### config.mk
export PLATFORM = sky130hd
export DESIGN_NAME = jt9346_host
export DESIGN_NICKNAME = d
export VERILOG_FILES = /design/src/rtl/jt9346_host_pkg.sv /design/src/rtl/jt9346_host_div.sv /design/src/rtl/jt9346_host.sv
export SDC_FILE = /design/constraint.sdc
export NUM_CORES = 1
export LEC_CHECK = 0
export CAP_MARGIN = 20
export CORE_AREA = 2 2 65 129
export DETAILED_ROUTE_END_ITERATION = 16
export DIE_AREA = 0 0 67 131
export PLACE_DENSITY = 0.72
export REMOVE_ABC_BUFFERS = 1
export SETUP_SLACK_MARGIN = 0.05
export SLEW_MARGIN = 5
export SYNTH_ARGS = -nofsm -noshare
export SYNTH_HDL_FRONTEND = slang
export SYNTH_HIERARCHICAL = 1
export SYNTH_SLANG_ARGS = --single-unit
### constraint.sdc
create_clock -name clk -period 2.25 [get_ports clk]
set_clock_uncertainty 0.2 [all_clocks]
set_input_delay 0.225 -clock clk [delete_from_list [all_inputs] [get_ports clk]]
set_output_delay 0.225 -clock clk [all_outputs]
set_load 0.02 [all_outputs]
### src/rtl/jt9346_host_pkg.sv
// Shared constants for the jt9346 host: command codes, serial opcodes and FSM states.
// Used by jt9346_host (optional ready-poll timeout: JT9346_HOST_TIMEOUT_EN).
package jt9346_host_pkg;

    localparam logic [2:0] OP_READ  = 3'd0;
    localparam logic [2:0] OP_WRITE = 3'd1;
    localparam logic [2:0] OP_ERASE = 3'd2;
    localparam logic [2:0] OP_EWEN  = 3'd3;
    localparam logic [2:0] OP_EWDS  = 3'd4;
    localparam logic [2:0] OP_ERAL  = 3'd5;
    localparam logic [2:0] OP_WRAL  = 3'd6;
    localparam logic [2:0] OP_RSVD  = 3'd7;

    localparam logic [1:0] SOP_READ  = 2'b10;
    localparam logic [1:0] SOP_WRITE = 2'b01;
    localparam logic [1:0] SOP_ERASE = 2'b11;
    localparam logic [1:0] SOP_EXT   = 2'b00;

    localparam logic [1:0] EXT_EWEN = 2'b11;
    localparam logic [1:0] EXT_EWDS = 2'b00;
    localparam logic [1:0] EXT_ERAL = 2'b10;
    localparam logic [1:0] EXT_WRAL = 2'b01;

    typedef enum logic [2:0] {
        ST_IDLE, ST_SETUP, ST_CMD, ST_WDATA, ST_RDATA, ST_CSLOW, ST_POLL, ST_DONE
    } state_e;

    // {serial opcode, two address MSBs used by the extended (00) opcode group}
    function automatic logic [3:0] op_code(input logic [2:0] op);
        case (op)
            OP_READ:  return {SOP_READ,  2'b00};
            OP_WRITE: return {SOP_WRITE, 2'b00};
            OP_ERASE: return {SOP_ERASE, 2'b00};
            OP_EWEN:  return {SOP_EXT,   EXT_EWEN};
            OP_EWDS:  return {SOP_EXT,   EXT_EWDS};
            OP_ERAL:  return {SOP_EXT,   EXT_ERAL};
            OP_WRAL:  return {SOP_EXT,   EXT_WRAL};
            default:  return 4'b0000;
        endcase
    endfunction

    function automatic logic is_ext_op(input logic [2:0] op);
        return op inside {OP_EWEN, OP_EWDS, OP_ERAL, OP_WRAL};
    endfunction

    // Commands that program the array and therefore need a ready/busy poll
    function automatic logic is_poll_op(input logic [2:0] op);
        return op inside {OP_WRITE, OP_ERASE, OP_ERAL, OP_WRAL};
    endfunction

endpackage

### src/rtl/jt9346_host_div.sv
// Serial clock divider: a tick every CLKDIV clk cycles, alternating rise/fall strobes.
// Counter and phase are held cleared while i_en is low.
module jt9346_host_div #(
    parameter int unsigned CLKDIV = 4
) (
    input  logic clk,
    input  logic rst,
    input  logic i_en,
    output logic o_rise_c,
    output logic o_fall_c
);

    localparam int unsigned CW = (CLKDIV > 2) ? $clog2(CLKDIV) : 1;

    logic [CW-1:0] r_cnt;
    logic          r_ph;
    logic          w_tick;

    assign w_tick   = i_en && (r_cnt == CW'(CLKDIV - 1));
    assign o_rise_c = w_tick && !r_ph;
    assign o_fall_c = w_tick &&  r_ph;

    always_ff @(posedge clk or posedge rst) begin
        if (rst) begin
            r_cnt <= '0;
            r_ph  <= 1'b0;
        end else if (!i_en) begin
            r_cnt <= '0;
            r_ph  <= 1'b0;
        end else if (w_tick) begin
            r_cnt <= '0;
            r_ph  <= ~r_ph;
        end else begin
            r_cnt <= r_cnt + 1'b1;
        end
    end

endmodule

### src/rtl/jt9346_host.sv
// Host initiator for 93C46/96C06-style 3-wire EEPROMs: one parallel command -> one serial frame.
// Optional macro JT9346_HOST_TIMEOUT_EN bounds the ready poll to TOUT clk cycles.
module jt9346_host
    import jt9346_host_pkg::*;
#(
    parameter  int unsigned DW     = 16,
    parameter  int unsigned CLKDIV = 4,
    parameter  int unsigned TOUT   = 4096,
    localparam int unsigned AW     = (DW == 16) ? 6 : 7
) (
    input  logic          clk,
    input  logic          rst,
    input  logic          req,
    input  logic [2:0]    op,
    input  logic [AW-1:0] addr,
    input  logic [DW-1:0] wdata,
    output logic          busy,
    output logic          done,
    output logic [DW-1:0] rdata,
    output logic          err,
    output logic          ee_sclk,
    output logic          ee_sdi,
    output logic          ee_scs,
    input  logic          ee_sdo
);

    localparam int unsigned FW = 2 + AW + DW;
    localparam int unsigned NW = $clog2(DW + 2);

    if (CLKDIV < 2 || TOUT == 0) begin : g_bad_param
        $error("jt9346_host: CLKDIV must be >= 2 and TOUT > 0");
    end

    state_e        r_state;
    logic [2:0]    r_op;
    logic [FW-1:0] r_sh;
    logic [NW-1:0] r_nbit;
    logic [DW-1:0] r_rsh;
`ifdef JT9346_HOST_TIMEOUT_EN
    localparam int unsigned TW = $clog2(TOUT + 1);
    logic [TW-1:0] r_tcnt;
`endif

    logic          w_rise;
    logic          w_fall;
    logic [3:0]    w_code;
    logic [AW-1:0] w_af;
    logic [DW-1:0] w_wd;

    jt9346_host_div #(.CLKDIV(CLKDIV)) u_div (
        .clk     (clk),
        .rst     (rst),
        .i_en    (r_state != ST_IDLE),
        .o_rise_c(w_rise),
        .o_fall_c(w_fall)
    );

    // Frame after the start bit: opcode, address field, data (zeros shift out during READ)
    assign w_code = op_code(op);
    assign w_af   = is_ext_op(op) ? {w_code[1:0], (AW-2)'(0)} : addr;
    assign w_wd   = (op == OP_WRITE || op == OP_WRAL) ? wdata : '0;

    always_ff @(posedge clk or posedge rst) begin
        if (rst) begin
            r_state <= ST_IDLE;
            r_op    <= '0;
            r_sh    <= '0;
            r_nbit  <= '0;
            r_rsh   <= '0;
            busy    <= 1'b0;
            done    <= 1'b0;
            err     <= 1'b0;
            rdata   <= '0;
            ee_sclk <= 1'b0;
            ee_sdi  <= 1'b0;
            ee_scs  <= 1'b0;
`ifdef JT9346_HOST_TIMEOUT_EN
            r_tcnt  <= '0;
`endif
        end else begin
            done <= 1'b0;
            case (r_state)
                ST_IDLE: if (req) begin
                    r_op <= op;
                    err  <= 1'b0;
                    if (op == OP_RSVD) begin
                        done    <= 1'b1;
                        err     <= 1'b1;
                        r_state <= ST_DONE;
                    end else begin
                        busy    <= 1'b1;
                        ee_scs  <= 1'b1;
                        ee_sdi  <= 1'b1;
                        r_sh    <= {w_code[3:2], w_af, w_wd};
                        r_nbit  <= '0;
                        r_state <= ST_SETUP;
                    end
                end
                ST_SETUP: if (w_rise) begin
                    ee_sclk <= 1'b1;
                    r_nbit  <= NW'(1);
                    r_state <= ST_CMD;
                end
                ST_CMD, ST_WDATA, ST_RDATA: begin
                    if (w_rise) begin
                        ee_sclk <= 1'b1;
                        r_nbit  <= r_nbit + 1'b1;
                    end else if (w_fall) begin
                        ee_sclk <= 1'b0;
                        ee_sdi  <= r_sh[FW-1];
                        r_sh    <= r_sh << 1;
                        if (r_state == ST_CMD && r_nbit == NW'(3 + AW)) begin
                            r_nbit <= '0;
                            case (r_op)
                                OP_READ:           r_state <= ST_RDATA;
                                OP_WRITE, OP_WRAL: r_state <= ST_WDATA;
                                default: begin
                                    ee_scs  <= 1'b0;
                                    ee_sdi  <= 1'b0;
                                    r_state <= ST_CSLOW;
                                end
                            endcase
                        end else if (r_state == ST_WDATA && r_nbit == NW'(DW)) begin
                            ee_scs  <= 1'b0;
                            ee_sdi  <= 1'b0;
                            r_state <= ST_CSLOW;
                        end else if (r_state == ST_RDATA) begin
                            // last rise only clocks the EEPROM out of its read
                            if (r_nbit == NW'(DW + 1)) begin
                                ee_scs  <= 1'b0;
                                ee_sdi  <= 1'b0;
                                r_state <= ST_CSLOW;
                            end else begin
                                r_rsh <= {r_rsh[DW-2:0], ee_sdo};
                            end
                        end
                    end
                end
                ST_CSLOW: if (w_fall) begin
                    if (is_poll_op(r_op)) begin
                        ee_scs  <= 1'b1;
                        r_state <= ST_POLL;
`ifdef JT9346_HOST_TIMEOUT_EN
                        r_tcnt  <= '0;
`endif
                    end else begin
                        done    <= 1'b1;
                        busy    <= 1'b0;
                        r_state <= ST_DONE;
                        if (r_op == OP_READ) rdata <= r_rsh;
                    end
                end
                ST_POLL: begin
                    if (ee_sdo) begin
                        ee_scs  <= 1'b0;
                        done    <= 1'b1;
                        busy    <= 1'b0;
                        r_state <= ST_DONE;
                    end
`ifdef JT9346_HOST_TIMEOUT_EN
                    else if (r_tcnt == TW'(TOUT - 1)) begin
                        ee_scs  <= 1'b0;
                        done    <= 1'b1;
                        err     <= 1'b1;
                        busy    <= 1'b0;
                        r_state <= ST_DONE;
                    end else begin
                        r_tcnt <= r_tcnt + 1'b1;
                    end
`endif
                end
                ST_DONE: r_state <= ST_IDLE;
                default: r_state <= ST_IDLE;
            endcase
        end
    end

endmodule

**Yosys cells after proc, flatten, opt, wreduce, memory -nomap -nowiden**

Cells that the tools add are included.
Widths: inputs -> output; s select.

- Bits in latches: 0
- RAM bits: 0
- Bits in read-only memories: 0
- Memories kept: 0
- Register bits after elaboration: 76
- Output and inout port bits: 22
- Input port bits: 29

- Shift operators: 0
- Order comparisons: 0
- $mul: 0
- Multiplexer cells: 67
- $add $sub $neg: 2
- Divide/modulo/power cells: 0
- Bitwise gates (word level): 6
- Reductions and logical operators: 30
- Eq/ne operators: 37

Operators with widths:

| cell | count |
|---|---|
| $mux 24 | 4 |
| $pmux 24 s2 | 1 |
| $mux 3 | 11 |
| $mux 1 | 32 |
| $eq 3x3->1 const B | 10 |
| $mux 5 | 6 |
| $pmux 4 s6 | 1 |
| $pmux 3 s6 | 1 |
| $mux 16 | 1 |
| $eq 3x2->1 const B | 5 |
| $pmux 5 s3 | 1 |
| $ne 2x2->1 const B | 7 |
| $reduce_and 6->1 | 2 |
| $reduce_bool 4->1 | 3 |
| $reduce_and 11->1 | 1 |
| $eq 5x5->1 const B | 2 |
| $eq 3x1->1 const B | 3 |
| $logic_not 3->1 | 3 |
| $reduce_bool 3->1 | 3 |
| $ne 4x4->1 const B | 2 |
| $reduce_and 8->1 | 1 |
| $reduce_and 7->1 | 1 |
| $mux 6 | 1 |
| $ne 2x1->1 const B | 3 |
| other kinds (23) | 37 |

**Longest topological paths before layout**

Gate-level depths: netlist of the first run.

- Depth in word-level cells: 8
- Depth in mapped cells: 11
- Mapped depth without buffers: 9

**Modules after synthesis**

The synthesis of the first run kept the hierarchy.

By module, submodules not included:

| module | cells each | area an instance (µm²) | times used |
|---|---|---|---|
| jt9346_host | 337 | 3,664.8 | 1 |
| jt9346_host_div | 12 | 138.9 | 1 |

**Least setup slack after synthesis of the first run**

OpenSTA, ideal clock, no wires.

- Kind: register to register
- Start point: register r_state[2]
- End point: register rdata[0]
- Required time: 1,923 ps
- Period minus slack after synthesis: 2,483 ps
- Data arrival time: 2,155 ps
- Stages on the path, launching flop included: 10
- Path buffers: 3
- Setup time: 127 ps
- Path slack: -233 ps
- Path through: dfrtp_1 > buf_2 > nor3_2 > inv_1 > and3_2 > clkbuf_1 > nand2_1 > nor4b_4 > buf_6 > mux2_1

- Longest elaborated chain between the ends: 4
- Elaborated cells on any way between the ends: 5
- Those cells by class: 1 x eq/ne; 4 x reduce/logical

RTL lines:

| element | line | RTL |
|---|---|---|
| start, declared | jt9346_host.sv:34 | `state_e r_state;` |
| start signal, assigned | jt9346_host.sv:65 | `r_state <= ST_IDLE;` |
| start signal, assigned | jt9346_host.sv:89 | `r_state <= ST_DONE;` |
| start signal, assigned | jt9346_host.sv:96 | `r_state <= ST_SETUP;` |
| $reduce_bool 3->1 | jt9346_host.sv:53 | `.i_en (r_state != ST_IDLE),` |
| $logic_and 1x1->1 | jt9346_host_div.sv:19 | `assign w_tick = i_en && (r_cnt == CW'(CLKDIV - 1));` |
| $logic_and 1x1->1 | jt9346_host_div.sv:21 | `assign o_fall_c = w_tick && r_ph;` |
| net w_fall | jt9346_host.sv:45 | `logic w_fall;` |
| $reduce_and 4->1 (no source line) | -- |  |
| end signal, assigned | jt9346_host.sv:150 | `if (r_op == OP_READ) rdata <= r_rsh;` |
| end, declared | jt9346_host.sv:19 | `output logic [DW-1:0] rdata,` |

The timed path passes the listed nets, and every way through them passes these cells.
A chain may end at the register's enable or synchronous reset.

**Worst setup path after layout of the first run**

- Start point: register r_state[1]
- End point: register r_state[0]

- Elaborated cells on any way between the ends: 29
- Those cells by class: 15 x eq/ne; 5 x mux; 9 x reduce/logical

RTL lines:

| element | line | RTL |
|---|---|---|
| $reduce_bool 3->1 (*) | jt9346_host.sv:53 |  |
| $logic_and 1x1->1 (*) | jt9346_host_div.sv:19 |  |
| $logic_and 1x1->1 (*) | jt9346_host_div.sv:20 | `assign o_rise_c = w_tick && !r_ph;` |
| net w_rise | jt9346_host.sv:44 | `logic w_rise;` |
| $ne 2x2->1 (no source line) or $ne 2x1->1 (tied branches) | -- |  |
| $reduce_and 8->1 (no source line) (*) | -- |  |

The timed path passes the listed nets; every way through them passes the cells marked *. The select of a mux whose other input is x is not followed.

==> metrics, run 1 <==
Die ar.=0.00878 mm²; Netlist cell types=64; Initial Utilization=0.486; final RePlAce weighted congestion=0.845; crit-path leading delay family=simple AND/OR/NAND/NOR gates; Post-synth EDFFs=0; Reg area=0.00190 mm²; GR Util met1=0.271; reg2reg start=r_state[1]; largest net degree at the start of global routing=74; Area after DPL=0.00455 mm²; drc violations=0; CP bufs+invs=2; M3 GR Usage=0.0479; asr flop ratio synth=1.00; minimum clock period=2.17 ns; DIE HEIGHT=131 µm; first-pass GRT wire length=13.4 mm; Mean Syn Cell Area=10.9 µm²; Synth area leader=dfrtp_1; Slew Limit Fails=0; CP required=2.26 ns; CP startpoint kind=register; Sink Count=76; DRT antenna net count=0; Detailed Place HPWL=5.49 mm; multi-input logic area=0.00178 mm²; period utilization=0.966; GRT overflow=0; share of layout cells above drive strength 1=0.225; via count=2891; slowest cell delay on critical path=0.41 ns; Max H-tree Level=3; Gate Count Post-Synth=349; drt total wl=8.03 mm; Clock Pin Slew Worst Setup and Hold Paths=0.06 ns; r2r setup slk=0.08 ns; worst vdd ir=0.833 mV; DR vias/cell=5.58; R2R depth=9; fillcell total=642; initial antenna violation count=0; hold_ws=0.252 ns; CTS tree=done; unrepaired setup endpoints after global routing=yes; Final Hold Violating Endpoints=0; row count=46; clk root buf=clkbuf_16; # diodes=0; Finished Cell Area=0.00496 mm²; status=finished, final reports clean; FMAX=460 MHz; vias in the first global route=2824; Worst-Skew Late Latency=0.34 ns; Die W=67 µm; total power=5.94 mW; # IOs=51; sequential share of the synthesized area=0.500; share of the synthesized area in the top cell type=0.500; TritonRoute pass-1 iters=5; post-synthesis cell area=0.00380 mm²; CTS Buf Count=9; synthesis-to-layout area growth=30.5%; Critical Path AT=2.18 ns; Tot GR Track Use=0.200; crit end category=register; slew margin rel.=0.748; leakage=2.15 nW; CORE AREA=0.00783 mm²; Worst Path Class, Setup=reg -> reg; clk buf depth=2; Main synth FF type=dfrtp_1; flops & latches, synth=76; slew at the pin with the worst max-slew slack=0.378 ns; global-route met2 utilization=0.306; YS warnings=6; drt wl/cell=15.5 µm; power density over the cells=1200 mW/mm²; initial drt markers=186; worst reg2reg path endpoint=r_state[0]; most used routing layer=met2; PortBufs=50; Final Setup Violations=0; cell breakdown of the critical path=nor3_2 > inv_2 > nand2_1 > nor2_2 > inv_2 > nand2_1 > a32o_1 > or2_4 > o32a_1; max_cap viols=0; Max FO, Critical Path=4; Min-Delay Endpoint=r_sh[0]; Layout Nets=450; Hold Path Class=in -> reg; Hold Crit Start=wdata[0]; slowest CP cell=dfrtp_1; largest cells by area after synthesis=dfrtp_1 50%, a21oi_1 5.0%, mux2_2 4.1%; WHS Path Cells=3
## cell usage after synthesis (3+ instances only)
library cell  count
mux2_4           10
dfrtp_1          76
a31oi_1           3
o21ai_0          14
nor2_1           38
nor3_1            5
a21oi_1          38
o21a_1            5
nand3_1           7
a221oi_1          3
clkbuf_1          4
inv_1            11
a22oi_1          20
ha_1              4
buf_2             9
buf_6             4
buf_4             5
nand2_1          12
mux2_1           10
nand2b_1          3
mux2_2           14
nor3b_1           4
## worst max path at each step
stage / from / end / slack (ns) / cells after the start
after floorplan: r_state[2] / r_sh[23] / -0.45 / 5
after global placement: r_state[1] / r_state[0] / 0.11 / 9
after detailed placement: r_state[1] / r_state[0] / -0.003 / 9
after CTS: r_state[1] / r_state[0] / 0.05 / 9
after global routing: r_state[1] / r_state[0] / 0.003 / 9
final: r_state[1] / r_state[0] / 0.08 / 9
## cell usage in the layout (no fill, tap or decap), drive strengths merged, types with 4 or more instances in the layout
cell type / instances
a21oi: 40
a22oi: 20
buf: 28
clkbuf: 10
clkdlybuf4s50: 50
clkinv: 4
dfrtp: 76
ha: 4
inv: 12
mux2: 34
nand2: 14
nand3: 7
nor2: 38
nor3: 7
nor3b: 5
o21a: 5
o21ai: 16
## metal layers
layer	up-vias	wire length, µm
li1	1401	-
met1	1396	3510
met2	86	4030
met3	8	366
met4	0	121
met5	-	0
## flip-flops by register name, indices dropped and copies added, names as in the netlist
name	flops
r_state	3
busy	1
r_rsh	16
u_div/r_cnt	2
ee_scs	1
err	1
r_sh	24
ee_sdi	1
r_nbit	5
u_div/r_ph	1
ee_sclk	1
rdata	16
r_op	3
done	1
## area by class of cell
class	instances	share of cell area
Inverter	12	0.00907
Clock inverter	6	0.0131
Sequential cell	76	0.383
Multi-Input combinational cell	239	0.359
Tap cell	96	0.0242
Clock buffer	10	0.0461
Timing Repair Buffer	79	0.165
## timing repair
| item | 4_1_cts | 5_1_grt |
|---|---|---|
| pin swaps | 1 | 4 |
| setup endpoints to repair | 2 | 39 |
| setup buffers | 3 | 4 |
| gates resized for setup | 4 | 11 |
| hold buffers | 1 | 0 |
| gates cloned | 0 | 0 |
| hold endpoints to repair | 3 | 0 |
## per-stage QoR
stage	utilization	setup slack [ns]	TNS [ns]	std cells
2_1_floorplan	-	-0.454	-21.36	327
3_3_place_gp	0.582	0.112	0	494
3_5_place_dp	0.582	-0.00343	-0.00343	494
4_1_cts	0.624	0.0518	0	514
5_1_grt	0.634	0.00296	0	518
6_report	0.634	0.0763	0	518
## tightest hold or removal path, delay by kind of cell
kind / cells / cell delay (ns)
buffers and inverters: 1 / 0.40
AOI/OAI and AO/OA: 1 / 0.06
and+or+nand+nor: 1 / 0.06
## kinds of logic after synthesis
family / Yosys count / synth area share
AOI/OAI and AO/OA: 103 / 0.177
and+or+nand+nor: 93 / 0.138
DFF: 76 / 0.500
muxes: 36 / 0.116
buffers and inverters: 34 / 0.0493
adders and majority gates: 4 / 0.0132
xor gates and xnor gates: 3 / 0.00691
## power by group
| group | internal (mW) | total, mW | switching (mW) |
|---|---|---|---|
| combinational | 1.19 | 2.47 | 1.28 |
| sequential | 1.76 | 2.06 | 0.296 |
| clock | 0.858 | 1.41 | 0.556 |
No activity file was read; power rests on OpenSTA's default activity.
==> inputs of run 2 (changes only) <==
CAP_MARGIN = 15   (was 20)
==> results of run 2 <==
Final layout, timing and power as in run 1 (identical DEF).
==> inputs of run 3 (changes only) <==
ABC_CLOCK_PERIOD_IN_PS = 2250   (was not set)
==> results of run 3 <==
Final layout, timing and power as in run 1 (identical DEF).
